## config.mk

```make
export PLATFORM = sky130hd
export DESIGN_NAME = ps2_key_ctrl
export DESIGN_NICKNAME = d
export VERILOG_FILES = /design/src/rtl/ps2_key_ctrl.sv
export SDC_FILE = /design/constraint.sdc
export NUM_CORES = 1
export LEC_CHECK = 0
export CORE_MARGIN = 2
export CORE_UTILIZATION = 55
export CTS_BUF_LIST = sky130_fd_sc_hd__clkbuf_8
export DETAILED_ROUTE_END_ITERATION = 10
export PLACE_DENSITY_LB_ADDON = 0.25
export SLEW_MARGIN = 0
export SYNTH_ARGS = -nofsm -noshare
export SYNTH_HDL_FRONTEND = slang
export SYNTH_SLANG_ARGS = --single-unit
```

## constraint.sdc

```tcl
create_clock -name clk -period 5 [get_ports clk]
set_clock_uncertainty 0.15 [all_clocks]
set_input_delay 1.25 -clock clk [delete_from_list [all_inputs] [get_ports clk]]
set_output_delay 1.25 -clock clk [all_outputs]
set_load 0.05 [all_outputs]
```

## src/rtl/ps2_key_ctrl.sv

```systemverilog
// ps2_key_ctrl: decodes PS/2 scan-code bytes into a 4-bit key state vector.
// Recognises F0 (break) and E0 (extended) prefixes, ignores extended keys,
// and drops a half-received sequence after TIMEOUT_CYC idle cycles.
// Optional build macro PS2_TOGGLE_EN: each make of a mapped key toggles its
// bit instead of following the held level.
module ps2_key_ctrl #(
  parameter logic [7:0] KEY0        = 8'h1C,
  parameter logic [7:0] KEY1        = 8'h1B,
  parameter logic [7:0] KEY2        = 8'h23,
  parameter logic [7:0] KEY3        = 8'h2B,
  parameter int         TIMEOUT_CYC = 100000
) (
  input  logic       clk,
  input  logic       reset,
  input  logic [7:0] ps2_data_out,
  input  logic       pulso_done,
  output logic [3:0] sensores,
  output logic       key_event,
  output logic [7:0] last_code,
  output logic       err
);

  localparam int CW = $clog2(TIMEOUT_CYC + 1);
  localparam logic [CW-1:0] TMO_LAST = CW'(TIMEOUT_CYC - 1);
  localparam logic [7:0] BRK_CODE = 8'hF0;
  localparam logic [7:0] EXT_CODE = 8'hE0;

  typedef enum logic [1:0] {IDLE, BRK, EXT, EXT_BRK} state_t;

  state_t        state;
  logic [CW-1:0] tmo_cnt;
  logic [3:0]    match;
  logic [3:0]    sel;
  logic [3:0]    mk_sens;
  logic [3:0]    bk_sens;
`ifdef PS2_TOGGLE_EN
  logic [3:0]    held;
`endif

  // Map the byte to a one-hot key select; duplicates resolve to the lowest bit
  always_comb begin
    match   = {ps2_data_out == KEY3, ps2_data_out == KEY2,
               ps2_data_out == KEY1, ps2_data_out == KEY0};
    sel     = match & (~match + 4'd1);
`ifdef PS2_TOGGLE_EN
    // A key already held (typematic repeat) does not toggle again
    mk_sens = sensores ^ (sel & ~held);
    bk_sens = sensores;
`else
    mk_sens = sensores | sel;
    bk_sens = sensores & ~sel;
`endif
  end

  // Prefix FSM, timeout counter and registered outputs
  always_ff @(posedge clk or negedge reset) begin
    if (!reset) begin
      state     <= IDLE;
      tmo_cnt   <= '0;
      sensores  <= 4'h0;
      last_code <= 8'h00;
      key_event <= 1'b0;
      err       <= 1'b0;
`ifdef PS2_TOGGLE_EN
      held      <= 4'h0;
`endif
    end else begin
      key_event <= 1'b0;
      err       <= 1'b0;
      if (pulso_done) begin
        // A byte always wins over a coincident timeout
        tmo_cnt <= '0;
        unique case (state)
          IDLE: begin
            if (ps2_data_out == BRK_CODE)      state <= BRK;
            else if (ps2_data_out == EXT_CODE) state <= EXT;
            else begin
              if (mk_sens != sensores) begin
                sensores  <= mk_sens;
                key_event <= 1'b1;
                last_code <= ps2_data_out;
              end
`ifdef PS2_TOGGLE_EN
              held <= held | sel;
`endif
            end
          end
          BRK: begin
            if (ps2_data_out == BRK_CODE) err <= 1'b1;
            else if (ps2_data_out == EXT_CODE) begin
              err   <= 1'b1;
              state <= IDLE;
            end else begin
              if (bk_sens != sensores) begin
                sensores  <= bk_sens;
                key_event <= 1'b1;
                last_code <= ps2_data_out;
              end
`ifdef PS2_TOGGLE_EN
              held <= held & ~sel;
`endif
              state <= IDLE;
            end
          end
          EXT:     state <= (ps2_data_out == BRK_CODE) ? EXT_BRK : IDLE;
          EXT_BRK: state <= IDLE;
          default: state <= IDLE;
        endcase
      end else if (state != IDLE) begin
        if (tmo_cnt == TMO_LAST) begin
          state   <= IDLE;
          err     <= 1'b1;
          tmo_cnt <= '0;
        end else begin
          tmo_cnt <= tmo_cnt + CW'(1);
        end
      end
    end
  end

endmodule

```

==> impl_results.md <==
- Syn Area/Cell: 9.60 um2
- Ports: 25
- Sequential share of power: 48.0%
- Post-cts resize count: 0
- Reg clk slew, reported paths: 0.06 ns
- Post-CTS Setup Inserts: 0
- Int Pwr: 0.000429 W
- Antenna violations before repair: 0
- Worst relative slew slack: 33.7%
- Core area: 3100 um2
- Via density: 6.21
- P_leak: 0.946 nW
- Setup TNS: 0 ns
- Sw Share: 26.2%
- Final worst path period need: 3.69 ns
- First DRT Iteration DRCs: 124
- Diodes inserted: 0
- Yosys top cell by area: dfrtp_1
- Initial Util: 59.1%
- Clock Power Share: 38.0%
- Max-cap viol count: 0
- Sw Pwr: 0.000152 W
- GRT Total Usage: 24.7%
- Vias: 1,639
- Cell area after synthesis: 1830 um2
- CTS buffer count: 5
- Synth warnings: 0
- Initial DRT Pass Iterations: 5
- Main synth FF type: dfrtp_1
- Final ANT Viol Nets: 0
- CTS tree: yes
- Post-synth EDFFs: 0
- DRC Markers: 0
- Crit path DAT: 3.71 ns
- Power, Total: 0.000580 W
- Cell variety after synth: 53
- Post-synthesis cell count: 191
- Peak supply drop: 0.206 mV
- Nets: 231
- Post-synth top area share: 45.1%
- Clk Tree Root Cell: clkbuf_8
- Fillers: 258
- DP HPWL: 2.97 mm
- Full die area: 3810 um2
- Detailed-route wire length: 4.06 mm
- Die width: 61.7 um
- Largest net degree at the start of global routing: 24
- CP Launch Type: input port
- Final setup viols: 0
- Clk_lat worst skew: 0.29 ns
- Crit-path leading delay family: buffers and inverters
- Status: complete, no violations
- Core Rows: 20
- Routed len/inst: 15.4 um
- Crit Path Category: input port to flip-flop
- Power share of the combinational group: 14.0%
- Clock buffer depth: 2
- Syn_nets: 203
- CTS H-tree depth: 2
- CP Capture Type: flip-flop
- Slowest stage delay, CP: 0.79 ns
- FMAX: 0.271 GHz
- Register area share after synthesis: 45.1%
- PD cells: 260 nW/um2
- Final cycle utilization of the critical path: 73.9%
- Routability cong.: 0.925
- Worst Path Required: 5.02 ns
- Count leader, synth: dfrtp_1
- Total grt overflow: 0
- Clock sink count: 33
- Fin. Hold Viols: 0
- Post-cts hold buffer count: 0
- Area contributors post-synth: dfrtp_1, nor2_1, nand2_1, nand3_1, o21ai_0
- Hold crit path type: flip-flop to flip-flop
- Crit-path slowest cell: clkdlybuf4s50_1
- Slew @ Worst Pin: 0.991 ns
- Cell chain of the critical path: clkdlybuf4s50_1, inv_1, a311o_1, or2_2, o2bb2ai_2, mux2_2
- Unrepaired setup endpoints after global routing: no
- Bufs and invs on worst path: 2
- FFs w/ async S/R, synth: 100%
- Die H: 61.7 um
- First-pass GRT wire length: 6.90 mm
- #FFs+latches synth: 33
- Worst hold slack: 0.344 ns
- Final Slew Violations: 0
- Area Overhead vs Synth: 21.6%
- IO buf count: 24
- Vias in the first global route: 1,502
- Critical-path maximum fanout: 15
- Share of layout cells above drive strength 1: 12.3%
- Commonest cells in the netlist: dfrtp_1, nor2_1, nand2_1
cell usage in the layout, fill, tap and decap left out, types with 2 or more instances in the layout:
master and count:
or2_2 2, nand2_1 16, nand3b_1 2, mux2_2 4, a22o_2 3, o21ai_1 2, xor2_1 5, nand4b_1 2
mux2i_1 3, nand3_1 10, nand2b_1 3, a2bb2oi_1 2, clkdlybuf4s50_1 24, a21oi_1 2, nor2_1 20, a21o_1 3
nor4_1 4, nand4_1 5, o21ai_0 9, o31ai_1 3, or4_1 4, buf_4 3, and3_1 3, xnor2_1 2
dfrtp_1 33, clkbuf_8 7, nor3_1 3, nor4b_1 2, a211oi_1 3, inv_1 10
through the flow:
stage	setup WS, ns	instance area (um2)	util (%)	std cells
floorplan	1.97	1830	-	191
global placement	1.13	2130	68.6	256
detailed placement	1.05	2130	68.6	256
CTS	1.32	2230	71.9	264
global route	1.13	2230	71.9	264
finish	1.31	2230	71.9	264
power groups by stage:
stage          Clock, W  Combinational (W)  Sequential [W]
6_report       0.000220          0.0000814        0.000279
3_3_place_gp          0          0.0000798        0.000283
3_5_place_dp          0          0.0000815        0.000284
5_1_grt        0.000237          0.0000873        0.000280
2_1_floorplan         0          0.0000190        0.000309
4_1_cts        0.000223          0.0000818        0.000279
metal layers:
layer | part of all wire (%) | track usage (%) | vias to the layer above
met3 | 7.8 | 6.42 | 7
met4 | 1.2 | 6.38 | 0
met1 | 43 | 33.2 | 780
li1 | - | - | 759
met5 | 0 | 0 | -
met2 | 48 | 40.0 | 93
final cells by class:
cell class,instances,area [um2],area share [%]
inverter,10,37.5,1.68
clock inverter,1,5.00,0.224
timing repair buffer,27,263,11.8
tap,44,55.1,2.47
multi-input combinational,142,947,42.5
sequential,33,826,37.0
clock buffer,7,96.3,4.32
worst min-delay path: cells and delay by family, from the launching register on:
family / cells / cell delay (ns)
buffers and inverters: 1 / 0.05
DFF: 1 / 0.37
and+or+nand+nor: 1 / 0.04
kinds of logic (layout without fill, tap and decap cells):
family,Yosys count,in the layout,share of synthesized area (%)
simple gates,86,86,26.6
compound gates,41,41,16.9
flops,33,33,45.1
buf+inv,16,45,3.28
xor+xnor,7,7,3.34
mux,7,7,4.10
fa+ha+maj,1,1,0.682
worst paths after layout:
kind | startpoint | end | slack, ns | cells past startpoint
hold reg to reg | last_code[6] | last_code[6] | 0.34 | 2
max in group asynchronous | reset | tmo_cnt[1] | 2.67 | 2
min in group asynchronous | reset | tmo_cnt[10] | 1.36 | 1
hold / removal | last_code[6] | last_code[6] | 0.34 | 2
setup / recovery | pulso_done | last_code[5] | 1.31 | 6
setup reg to reg | tmo_cnt[6] | tmo_cnt[13] | 2.58 | 5
No activity file was read; power rests on OpenSTA's default activity.
